<file path="src/rtl/VX_tcu_pkg.sv">
// rtl/VX_tcu_pkg.sv - shared types and width helpers for the TCU dot-product datapath
package VX_tcu_pkg;

  typedef struct packed {
    logic invalid;
    logic overflow;
    logic underflow;
    logic inexact;
    logic divzero;
  } fedp_excep_t;

  // Aligned lane width: significand plus guard, round and sticky bits
  function automatic int calc_aw(input int w);
    return w + 3;
  endfunction

  // Sum width: enough headroom for TCK+1 aligned lanes without overflow
  function automatic int calc_sw(input int w, input int tck);
    return w + 3 + $clog2(tck + 1);
  endfunction

endpackage

</file>
<file path="src/rtl/vx_tcu_drl_align_add_if.sv">
// rtl/vx_tcu_drl_align_add_if.sv - request/result bus of the align-add stage
interface vx_tcu_drl_align_add_if import VX_tcu_pkg::*; #(
  parameter int N     = 2,
  parameter int TCK   = 2 * N,
  parameter int W     = 25,
  parameter int EXP_W = 10
) ();
  localparam int SW = calc_sw(W, TCK);

  logic                   valid_in;
  logic                   ready_in;
  logic [31:0]            req_id_in;
  logic [EXP_W-1:0]       max_exp_in;
  logic [TCK:0][7:0]      shift_amt;
  logic [TCK:0][W-1:0]    raw_sigs;
  fedp_excep_t            exceptions_in;
  logic [TCK-1:0]         lane_mask;

  logic                   valid_out;
  logic                   ready_out;
  logic [31:0]            req_id_out;
  logic [EXP_W-1:0]       max_exp_out;
  logic [SW-1:0]          sum_out;
  fedp_excep_t            exceptions_out;

  modport slave (
    input  valid_in, req_id_in, max_exp_in, shift_amt, raw_sigs, exceptions_in, lane_mask, ready_out,
    output ready_in, valid_out, req_id_out, max_exp_out, sum_out, exceptions_out
  );

  modport master (
    output valid_in, req_id_in, max_exp_in, shift_amt, raw_sigs, exceptions_in, lane_mask, ready_out,
    input  ready_in, valid_out, req_id_out, max_exp_out, sum_out, exceptions_out
  );

endinterface

</file>
<file path="src/rtl/vx_tcu_drl_align_lane.sv">
// rtl/vx_tcu_drl_align_lane.sv - one lane: GRS extension, arithmetic shift, sticky, mask
module vx_tcu_drl_align_lane import VX_tcu_pkg::*; #(
  parameter int W  = 25,
  parameter int AW = calc_aw(W)
) (
  input  logic [W-1:0]  sig_i,
  input  logic [7:0]    shift_i,
  input  logic          en_i,
  output logic [AW-1:0] aligned_o
);
  localparam logic [7:0] AW8 = 8'(AW);

  logic [AW-1:0] ext;
  logic [AW-1:0] shifted;
  logic [AW-1:0] lost_mask;
  logic          sticky;

  always_comb begin
    ext       = {sig_i, 3'b000};
    shifted   = '0;
    lost_mask = '0;
    sticky    = 1'b0;
    // Full shift-out saturates to the sign; any nonzero input leaves a sticky trace
    if (shift_i >= AW8) begin
      shifted = {AW{sig_i[W-1]}};
      sticky  = |sig_i;
    end else begin
      shifted   = $signed(ext) >>> shift_i;
      lost_mask = ~({AW{1'b1}} << shift_i);
      sticky    = |(ext & lost_mask);
    end
    aligned_o = en_i ? (shifted | AW'(sticky)) : '0;
  end

endmodule

</file>
<file path="src/rtl/vx_tcu_drl_align_add.sv">
// rtl/vx_tcu_drl_align_add.sv - two-stage align (S1) and reduce (S2) pipeline for TCU lanes
module vx_tcu_drl_align_add import VX_tcu_pkg::*; #(
  parameter int N     = 2,
  parameter int TCK   = 2 * N,
  parameter int W     = 25,
  parameter int EXP_W = 10
) (
  input  logic                     clk,
  input  logic                     reset,
  vx_tcu_drl_align_add_if.slave    bus
);
  localparam int AW = calc_aw(W);
  localparam int SW = calc_sw(W, TCK);

  logic [TCK:0]          lane_en;
  logic [TCK:0][AW-1:0]  aligned;
  logic [SW-1:0]         sum_d;

  logic                  s1_valid_q, s1_valid_d;
  logic [TCK:0][AW-1:0]  s1_lanes_q;
  logic [31:0]           s1_id_q;
  logic [EXP_W-1:0]      s1_exp_q;
  fedp_excep_t           s1_exc_q;

  logic                  s2_valid_q, s2_valid_d;
  logic [SW-1:0]         s2_sum_q;
  logic [31:0]           s2_id_q;
  logic [EXP_W-1:0]      s2_exp_q;
  fedp_excep_t           s2_exc_q;

  logic                  s2_ready;
  logic                  s1_advance;
  logic                  accept;

  assign lane_en = {1'b1, bus.lane_mask};

  for (genvar i = 0; i <= TCK; i++) begin : g_lane
    vx_tcu_drl_align_lane #(.W(W), .AW(AW)) u_lane (
      .sig_i     (bus.raw_sigs[i]),
      .shift_i   (bus.shift_amt[i]),
      .en_i      (lane_en[i]),
      .aligned_o (aligned[i])
    );
  end

  // ready_in depends only on stage state and ready_out, never on valid_in
  assign s2_ready     = !s2_valid_q || bus.ready_out;
  assign s1_advance   = s1_valid_q && s2_ready;
  assign bus.ready_in = !s1_valid_q || s1_advance;
  assign accept       = bus.valid_in && bus.ready_in;

  always_comb begin
    s1_valid_d = s1_valid_q;
    s2_valid_d = s2_valid_q;
    if (bus.ready_in) s1_valid_d = bus.valid_in;
    if (s2_ready)     s2_valid_d = s1_valid_q;
  end

  always_comb begin
    sum_d = '0;
    for (int i = 0; i <= TCK; i++) begin
      sum_d = sum_d + SW'($signed(s1_lanes_q[i]));
    end
  end

  always_ff @(posedge clk or negedge reset) begin
    if (!reset) begin
      s1_valid_q <= 1'b0;
      s2_valid_q <= 1'b0;
    end else begin
      s1_valid_q <= s1_valid_d;
      s2_valid_q <= s2_valid_d;
    end
  end

  always_ff @(posedge clk) begin
    if (accept) begin
      s1_lanes_q <= aligned;
      s1_id_q    <= bus.req_id_in;
      s1_exp_q   <= bus.max_exp_in;
      s1_exc_q   <= bus.exceptions_in;
    end
    if (s1_advance) begin
      s2_sum_q <= sum_d;
      s2_id_q  <= s1_id_q;
      s2_exp_q <= s1_exp_q;
      s2_exc_q <= s1_exc_q;
    end
  end

  assign bus.valid_out      = s2_valid_q;
  assign bus.sum_out        = s2_sum_q;
  assign bus.req_id_out     = s2_id_q;
  assign bus.max_exp_out    = s2_exp_q;
  assign bus.exceptions_out = s2_exc_q;

endmodule

</file>
<file path="src/flat_wrapper.sv">
// flat-port wrapper written by rule: the top's interface ports become plain ports
module vx_tcu_drl_align_add_flat import VX_tcu_pkg::*;
#(
  parameter int N     = 2,
  parameter int TCK   = 2 * N,
  parameter int W     = 25,
  parameter int EXP_W = 10
)
  (clk, reset, bus_valid_in, bus_req_id_in, bus_max_exp_in, bus_shift_amt, bus_raw_sigs, bus_exceptions_in, bus_lane_mask, bus_ready_out, bus_ready_in, bus_valid_out, bus_req_id_out, bus_max_exp_out, bus_sum_out, bus_exceptions_out);
  vx_tcu_drl_align_add_if #(.N(N), .TCK(TCK), .W(W), .EXP_W(EXP_W)) bus_i ();
  input  logic clk;
  input  logic reset;
  input wire logic [$bits(bus_i.valid_in)-1:0] bus_valid_in;
  input wire logic [$bits(bus_i.req_id_in)-1:0] bus_req_id_in;
  input wire logic [$bits(bus_i.max_exp_in)-1:0] bus_max_exp_in;
  input wire logic [$bits(bus_i.shift_amt)-1:0] bus_shift_amt;
  input wire logic [$bits(bus_i.raw_sigs)-1:0] bus_raw_sigs;
  input wire logic [$bits(bus_i.exceptions_in)-1:0] bus_exceptions_in;
  input wire logic [$bits(bus_i.lane_mask)-1:0] bus_lane_mask;
  input wire logic [$bits(bus_i.ready_out)-1:0] bus_ready_out;
  output wire logic [$bits(bus_i.ready_in)-1:0] bus_ready_in;
  output wire logic [$bits(bus_i.valid_out)-1:0] bus_valid_out;
  output wire logic [$bits(bus_i.req_id_out)-1:0] bus_req_id_out;
  output wire logic [$bits(bus_i.max_exp_out)-1:0] bus_max_exp_out;
  output wire logic [$bits(bus_i.sum_out)-1:0] bus_sum_out;
  output wire logic [$bits(bus_i.exceptions_out)-1:0] bus_exceptions_out;
  assign bus_i.valid_in = bus_valid_in;
  assign bus_i.req_id_in = bus_req_id_in;
  assign bus_i.max_exp_in = bus_max_exp_in;
  assign bus_i.shift_amt = bus_shift_amt;
  assign bus_i.raw_sigs = bus_raw_sigs;
  assign bus_i.exceptions_in = bus_exceptions_in;
  assign bus_i.lane_mask = bus_lane_mask;
  assign bus_i.ready_out = bus_ready_out;
  assign bus_ready_in = bus_i.ready_in;
  assign bus_valid_out = bus_i.valid_out;
  assign bus_req_id_out = bus_i.req_id_out;
  assign bus_max_exp_out = bus_i.max_exp_out;
  assign bus_sum_out = bus_i.sum_out;
  assign bus_exceptions_out = bus_i.exceptions_out;
  vx_tcu_drl_align_add #(.N(N), .TCK(TCK), .W(W), .EXP_W(EXP_W)) u_core (.clk(clk), .reset(reset), .bus(bus_i));
endmodule
</file>
<file path="config.mk">
export PLATFORM = sky130hd
export DESIGN_NAME = vx_tcu_drl_align_add_flat
export DESIGN_NICKNAME = d
export VERILOG_FILES = /design/src/rtl/VX_tcu_pkg.sv /design/src/rtl/vx_tcu_drl_align_add_if.sv /design/src/rtl/vx_tcu_drl_align_lane.sv /design/src/rtl/vx_tcu_drl_align_add.sv /design/src/flat_wrapper.sv
export SDC_FILE = /design/constraint.sdc
export NUM_CORES = 1
export LEC_CHECK = 0
export CORE_MARGIN = 2
export CORE_UTILIZATION = 30
export CTS_CLUSTER_DIAMETER = 60
export DETAILED_ROUTE_END_ITERATION = 12
export PLACE_DENSITY_LB_ADDON = 0.15
export REMOVE_ABC_BUFFERS = 1
export SLEW_MARGIN = 10
export SYNTH_ARGS = -nofsm -noshare
export SYNTH_HDL_FRONTEND = slang
export SYNTH_SLANG_ARGS = --single-unit
</file>
<file path="constraint.sdc">
create_clock -name clk -period 10.9 [get_ports clk]
set_input_delay 1.09 -clock clk [delete_from_list [all_inputs] [get_ports clk]]
set_output_delay 1.09 -clock clk [all_outputs]
set_load 0.01 [all_outputs]
</file>
==> run summary, run 1 <==
The run finished with clean final reports. TritonCTS built the clock tree. In this run, flip-flops and latches consume 31.0% of the power. The tools report the critical path launch point type as a register. The largest buffer count on any clock path was 3; the worst slew slack as a fraction of its limit was 16.97%. Data on the critical path is required at its endpoint by 11.17 ns. For the final routed database, the setup TNS stands at 0 ns.

The flip-flop and latch count after synthesis was 267; the number of buffers inserted by post-CTS setup repair was 0. Using the TritonRoute via totals, the vias-per-cell ratio works out to 5.329. The detailed-route wire length per cell was 20.08 um. Setup violations remaining at the end of the flow were counted as 0. The area enclosed by the die boundary was 78960 um2. Setup repair after global routing left no endpoint under its margin.

Sorting the synthesized cells by area gives the leading types as edfxtp_1 35%, mux2i_1 8.7%, mux2_2 6.6%. Count of flip-flops with a built-in enable after synthesis: 265. The synthesized netlist occupies a cell area of 23020 um2. The share of async-settable or async-resettable flops after synthesis was 0.7491%. The finished cells cover 27850 um2. The path type of the worst min-delay path was reg2reg. Data on the critical path arrives at its endpoint at 6.45 ns. Broken down by cell family, the worst path's largest delay share belongs to compound AO/OA/AOI/OAI gates. The tools report the final wirelength as 75.29 mm. The hold buffer count at CTS is 0, and the clock power share is 23.7%. The combinational fraction of design power was 45.4%; the initial antenna violation count was 0.

During placement, the flow inserted port buffers numbering 299. The number of different library cells in the post-synthesis netlist is 99. Counting I/O delays and the setup requirement, the final critical path takes 6.173 ns.

Top cell type by total area after synthesis: edfxtp_1. The number of cells in the finished layout apart from fillers is 3749, and the total via count after detailed routing is 19978. In this run the static leakage power is 10.55 nW. The number of detailed-routing iterations run before antenna repair is 5, and the routability congestion estimate is 0.9037. VDD sags by at most 0.1112 mV.

I/O pin count: 300. For the largest net degree at the start of global routing, the log shows 79. In this design, the critical path's most frequently occurring cell is fa_1. After synthesis, flip-flops and latches occupy 34.79% of the total area.

The wire-length estimate of the detail-placed layout is 57.63 mm. The clock transition at the register clock pins on the worst setup and hold paths after CTS came out at 0.06 ns. For the final setup skew, the log shows 0.01829 ns.

The number of buffers and inverters on the critical path is 2. Net switching is 36.98% of the power. Post-CTS repair changed the size of 0 cells.

Including well taps, the total number of placed cells is 3686. The floorplan step set the die width to 281.0 um. The signal on the critical path passes through ha_1, fa_1, a211o_1, o211ai_2, a21oi_1, o311a_1, a211o_1, a21o_1, xor2_1, fa_1, inv_1, fa_1, inv_1, ha_1, and4_4, and2b_4, a31oi_1, o211ai_1, o221ai_2, a2111oi_2, o21a_1, a311o_1, xnor2_1.

On the critical path, the stage with the largest delay is an instance of fa_1. Along the worst path, the maximum fanout reaches 9. The H-tree was split into 2 levels. CTS saw 267 sinks. The standard cell core area was 75950 um2; the number of CTS-inserted buffers was 35.

The row count was 101; the final-layout fill cell count was 7666. The power density normalized to cell area came out at 162.0 nW/um2. The logs give 26770 um2 for the post-detailed-placement cell area and 0 for the number of antenna-violating nets in the routed design. The tools report the via count of the first global-routing pass as 19649. Once layout is complete, the utilization of the core stands at 36.66%. The number of inserted diodes is 0. For the final routed DRC violation total, the log shows 0.

Dividing the final minimum period by the clock period gives 56.63%. The fraction of final layout cells sized beyond drive strength 1 is 10.26%, and the number of nets in the layout is 3031. For the worst-skew pair, the clock arrives at the later sink with an insertion delay of 0.54 ns. The largest single stage delay on the critical path is 0.49 ns. The run gives 0.1620 GHz as the highest achievable clock rate. The overall track demand over capacity in global routing came out at 18.52%. The run gives 0 as the number of max-slew violations in the final report.

The top cell type by area accounts for 34.57% of the synthesized area. The max-cap check violation count came out at 0. The layout-stage area growth over the synthesis result was 20.97%; the instance count of the mapped netlist was 2491. The logs give 115.8 mm for the first-pass GRT wire length and 0 for the final number of hold-violating endpoints. In the post-route analysis, the smallest setup slack over all paths is 4.727 ns. STA classifies the critical path endpoint as a register.

The run gives 1499 as the detailed router's first-iteration violation count. During synthesis, Yosys emitted a total of 0 warnings. At the placement stage, the worst setup path has a slack of 4.740 ns. The critical path is of the reg2reg type.

The total overflow left after global routing is 0. Once the floorplan was initialized, standard cells occupied 30.31% of the core. The most used flip-flop cell after synthesis is edfxtp_1. The root buffer cell is clkbuf_16.

The average cell area after synthesis is 9.241 um2. The analysis attributes to net switching a power of 1.668 mW. The internal power of the cells totals 2.842 mW.

The floorplan step set the die height to 281.0 um. The slew at the pin with the worst max-slew slack is 1.232 ns.
placed cells by master (no fill, tap or decap), drive strengths merged, types with 28 or more instances in the layout:
master         netlist  final
nor2               239    239
buf                 76     38
nand3               28     28
xnor2               35     35
ha                  58     58
clkdlybuf4s50        0    292
a211oi              32     32
nor3                44     44
mux2               135    135
mux2i              201    201
edfxtp             265    265
inv                154    160
nor4                29     29
fa                  60     60
clkbuf              89     41
nand2              166    166
o21a                28     28
o21ai              274    274
a21oi              197    197
sequential cells by signal (all words and copies together), names as in the netlist:
| register | count |
|---|---|
| u_core.bus.exceptions_out | 5 |
| u_core.s1_lanes_q | 140 |
| u_core.s1_valid_q | 1 |
| u_core.bus.req_id_out | 32 |
| u_core.s1_exc_q | 5 |
| u_core.s1_id_q | 32 |
| u_core.s1_exp_q | 10 |
| u_core.bus.sum_out | 31 |
| u_core.bus.max_exp_out | 10 |
| u_core.bus.valid_out | 1 |
cell families after synthesis:
kind of cell	synth area share, %
XOR/XNOR	1.750
AO/OA/AOI/OAI	19.82
AND/OR/NAND/NOR	13.26
adder cells (fa/ha/maj)	8.414
flip-flops	34.79
multiplexers	16.23
buffers and inverters	5.735
metal layers:
metal / wire length (um) / GRT usage (%) / vias up
met3: 4070 / 2.053 / 91
met2: 35880 / 31.34 / 704
met1: 33970 / 25.32 / 9599
li1: - / - / 9584
met4: 1373 / 4.086 / 0
met5: 0 / 0 / -
synthesized netlist by cell type, types with 7 or more instances:
| cell type | number |
|---|---|
| o22ai_1 | 13 |
| o21ai_1 | 15 |
| inv_1 | 151 |
| nor3_1 | 40 |
| nand3_1 | 27 |
| a221oi_1 | 14 |
| a31oi_1 | 24 |
| xor2_1 | 11 |
| nand4_1 | 19 |
| mux4_2 | 9 |
| nor2b_1 | 22 |
| fa_1 | 60 |
| nor4_1 | 29 |
| xnor2_1 | 35 |
| nand2_1 | 166 |
| and2_1 | 17 |
| mux2i_1 | 201 |
| edfxtp_1 | 265 |
| nand2b_1 | 23 |
| a21oi_1 | 197 |
| a22oi_1 | 9 |
| or3_1 | 23 |
| o21ai_0 | 259 |
| a211oi_1 | 29 |
| ha_1 | 58 |
| clkbuf_1 | 89 |
| buf_4 | 7 |
| o21a_1 | 28 |
| nor2_1 | 239 |
| o31ai_1 | 9 |
| mux2_2 | 135 |
| and3_1 | 10 |
| a21boi_0 | 17 |
| buf_1 | 21 |
| a21o_1 | 21 |
| o211ai_1 | 21 |
| buf_2 | 44 |
| o21bai_1 | 7 |
power groups by stage:
stage,Sequential (mW),Clock [mW],Combinational (mW)
2_1_floorplan,1.45,0,1.26
3_3_place_gp,1.42,0,2.02
3_5_place_dp,1.42,0,2.03
4_1_cts,1.40,1.10,2.04
5_1_grt,1.41,1.15,2.27
6_report,1.40,1.07,2.05
final cells by class:
cell class	instances	area [um2]	share of cell area (%)
flip-flops and latches	267	8008	28.76
clock inverters	22	167.7	0.6021
well taps	1030	1289	4.628
multi-input cells	1902	13700	49.21
repair buffers	330	3191	11.46
inverters	157	589.3	2.116
clock buffers	41	898.4	3.226
worst reg2reg max path: cells and delay by family, from the launching register on:
kind / cells / cell delay [ns]
xor gates and xnor gates: 2 / 0.29
DFF: 1 / 0.39
AOI/OAI and AO/OA: 12 / 2.71
adders and majority gates: 5 / 2.01
buffers and inverters: 2 / 0.09
and+or+nand+nor: 2 / 0.42
stage by stage:
| step | hold slack, ns | total power [mW] |
|---|---|---|
| 2_1_floorplan | 0.4003 | 2.710 |
| 3_3_place_gp | 0.4009 | 3.436 |
| 3_5_place_dp | 0.4045 | 3.454 |
| 4_1_cts | 0.4169 | 4.549 |
| 5_1_grt | 0.4188 | 4.832 |
| 6_report | 0.4126 | 4.510 |
final timing paths:
check,from,end,slack (ns),depth (start not counted)
setup / recovery,u_core.s1_lanes_q[0],u_core.bus.sum_out[30],4.73,23
hold / removal,u_core.s1_id_q[25],u_core.bus.req_id_out[25],0.41,0
setup reg to reg,u_core.s1_lanes_q[0],u_core.bus.sum_out[30],4.73,23
hold reg to reg,u_core.s1_id_q[25],u_core.bus.req_id_out[25],0.41,0
max in group asynchronous,reset,u_core.s1_valid_q,10.07,1
min in group asynchronous,reset,u_core.bus.valid_out,0.71,1
Power figures use the tool's default switching activity.
==> run 2, diff against run 1 <==
Clock period 10.9 ns to 5.9 ns, I/O delays scaled along.
==> run 2 against run 1 <==
  * Combinational power up 93%
  * Worst setup slack worse by 4.7 ns
  * Non-clock buffer count up 21
  * Register-to-register slack worse by 4.7 ns
  * Fmax up 5.6%
  * First-iteration DRC count down 13%
  * Worst hold slack worse by 0.20 ns
==> run summary, run 2 (synthesis results as in run 1) <==
The flow ran to the end, and the final reports show no timing, DRC or antenna violations. The largest buffer count on any clock path is 3 (unchanged). Overall track demand over capacity in global routing: 18.43% (-0.086 points). Share of the clock period used by the worst path: 99.03% (+42 points). Number of inserted diodes: 0 (unchanged).

The final setup skew came out at 0.01928 ns (+0.0009906 ns). Counting flops per register, the top entry is u_core.s1_lanes_q. The fraction of final layout cells sized beyond drive strength 1 is 11.29% (+1.0 points).

The sequential cell area is 8008 um2 (unchanged), and the hold buffer count at CTS is 0 (unchanged). The data required time of the worst path came out at 6.18 ns (-4.99 ns). The accumulated negative setup slack was 0 ns (unchanged). The slew at the pin with the worst max-slew slack was 1.179 ns (-0.05291 ns); the overflow left after global routing was 0 (unchanged). The logs give 8.428 mW (+87%) for the total power and 0.06 ns (-4.67 ns) for the setup slack on the worst flop-to-flop path. The combined area of the multi-input logic cells is 13800 um2 (+0.72%), and the via count of the first global-routing pass is 19570 (-0.40%).

The master of the slowest instance on the critical path was fa_1. The run gives 3051 (+0.66%) as the number of nets in the layout. The final worst slack is 0.05714 ns (-4.670 ns), and the total setup violations reported at the end of the flow is 0 (unchanged).

The initial core utilization was 30.31% (unchanged); the first-pass GRT wire length was 115.1 mm (-0.55%). The capture instance of the worst register-to-register path was u_core.bus.sum_out[28]. Final number of hold-violating endpoints: 0 (unchanged). The start-to-end type of the worst setup path was reg2reg. The tools report the number of detailed-routing iterations run before antenna repair as 5 (unchanged).

For the setup slack after placement, the log shows 0.002590 ns (-4.737 ns). The routability congestion estimate was 0.9028 (about the same). The run gives 2 (unchanged) as the H-tree depth. The path type of the worst min-delay path was in2async.

The tools report the standard cell core area as 75950 um2 (unchanged). The tools report the row count as 101 (unchanged). The nature of the critical path endpoint was a register. The run gives 6.12 ns (-0.33 ns) as the arrival time at the worst endpoint. TritonCTS built the clock tree. The detailed-route wire length per cell was 19.78 um (-1.5%).

The peak ir drop on the vdd network is 0.1980 mV (+78%). Setup repair after global routing could not meet its margin everywhere. The cell area after layout was 28080 um2 (+0.83%); the initial antenna violation count was 0 (unchanged).

The final standard cell utilization of the core is 36.97% (+0.30 points). The I/O pin count was 300 (unchanged). The cell family contributing the most delay on the critical path is compound AO/OA/AOI/OAI gates. Peak fanout along the critical path: 4 (-5). In the layout the commonest cells are 292 x clkdlybuf4s50_1, 265 x edfxtp_1, 255 x o21ai_0.

Power density normalized to cell area: 300.2 nW/um2 (+85%). For the number of sinks on the clock net, the log shows 267 (unchanged). STA classifies the critical path startpoint as a register. The launch instance of the worst register-to-register path is u_core.s1_lanes_q[28]. The logs give 0.1711 GHz (+5.6%) for the highest achievable clock rate and 74.55 mm (-0.98%) for the final wirelength. The horizontal extent of the die is 281.0 um (unchanged).

The vias per cell came out at 5.280 (-0.92%). The number of antenna-violating nets in the routed design is 0 (unchanged). The count of cells along the worst register-to-register path was 25 (+8.7%). The clock latency of the later-clocked register in the worst-skew pair came out at 0.54 ns (about the same).

The number of buffer and inverter stages on the critical path came out at 4 (+2). The final-layout fill cell count was 7651 (-0.20%). The source of the critical timing path was u_core.s1_lanes_q[28]. Number of flip-flops in the largest register: 140 (unchanged). The detailed router's first-iteration violation count was 1311 (-13%); the number of max-slew violations in the final report was 0 (unchanged).

The biggest cell delay along the critical path came out at 0.49 ns (about the same). The total via count after detailed routing was 19895 (-0.42%). The max-cap check violation count was 0 (unchanged); the number of CTS-inserted buffers was 34 (-2.9%). The tools report the final routed DRC violation total as 0 (unchanged).

The shortest period the worst path allows works out to 5.843 ns (-0.3300 ns). The tools report the post-detailed-placement cell area as 26910 um2 (+0.52%). The root buffer cell chosen for the clock tree is clkbuf_16.

The half-perimeter wire length after placement was 57.77 mm (+0.24%); the die boundary height was 281.0 um (unchanged). Count of input and output buffers: 299 (unchanged). The layout-stage area growth over the synthesis result came out at 21.97%.

The area enclosed by the die boundary is 78960 um2 (unchanged). The static leakage is 10.65 nW (+0.94%), and the largest net degree at the start of global routing is 79 (unchanged). The clock transition at the register clock pins on the worst setup and hold paths after CTS works out to 0.06 ns (about the same). Worst slew slack as a fraction of its limit: 20.54% (+3.6 points). The most common cell after layout, fill and taps aside is clkdlybuf4s50_1.
[run 2: worst max-delay path by stage]
stage                             end  depth (start not counted)
3_3_place_gp   u_core.bus.sum_out[30]                         25
3_5_place_dp   u_core.bus.sum_out[19]                         24
6_report       u_core.bus.sum_out[28]                         25
5_1_grt        u_core.bus.sum_out[30]                         24
2_1_floorplan  u_core.bus.sum_out[30]                         23
4_1_cts        u_core.bus.sum_out[25]                         25
[run 2: report_power, final]
part	internal [mW]	switching, mW	total, mW	leakage [nW]
clock	1.10	0.799	1.90	0.510
combinational	1.73	2.22	3.95	7.54
sequential	2.48	0.0979	2.58	2.60
[run 2: final cells by class]
cell class	count	share of cell area (%)
Inverter	157	2.099
Sequential cell	267	28.52
Multi-Input combinational cell	1902	49.16
Timing Repair Buffer	351	11.97
Clock inverter	21	0.4724
Clock buffer	40	3.186
Tap cell	1030	4.590
[run 2: layer usage]
metal,vias up,wire length [um],global-route usage [%]
li1,9623,-,-
met1,9508,33510,24.81
met2,694,35860,31.92
met3,70,4211,2.203
met4,0,961,3.291
met5,-,0,0
[run 2: metrics by stage]
| step | hold slack (ns) | std cells |
|---|---|---|
| after floorplan | 0.2944 | 2326 |
| after global placement | 0.4011 | 3703 |
| after detailed placement | 0.4045 | 3703 |
| after CTS | 0.1758 | 3764 |
| after global routing | 0.1901 | 3768 |
| final | 0.2143 | 3768 |
[run 2: timing repair]
action | in CTS | in global routing
gates resized for setup | 2 | 20
setup buffers | 0 | 4
setup endpoints to repair | 2 | 9
pin swaps | 0 | 12
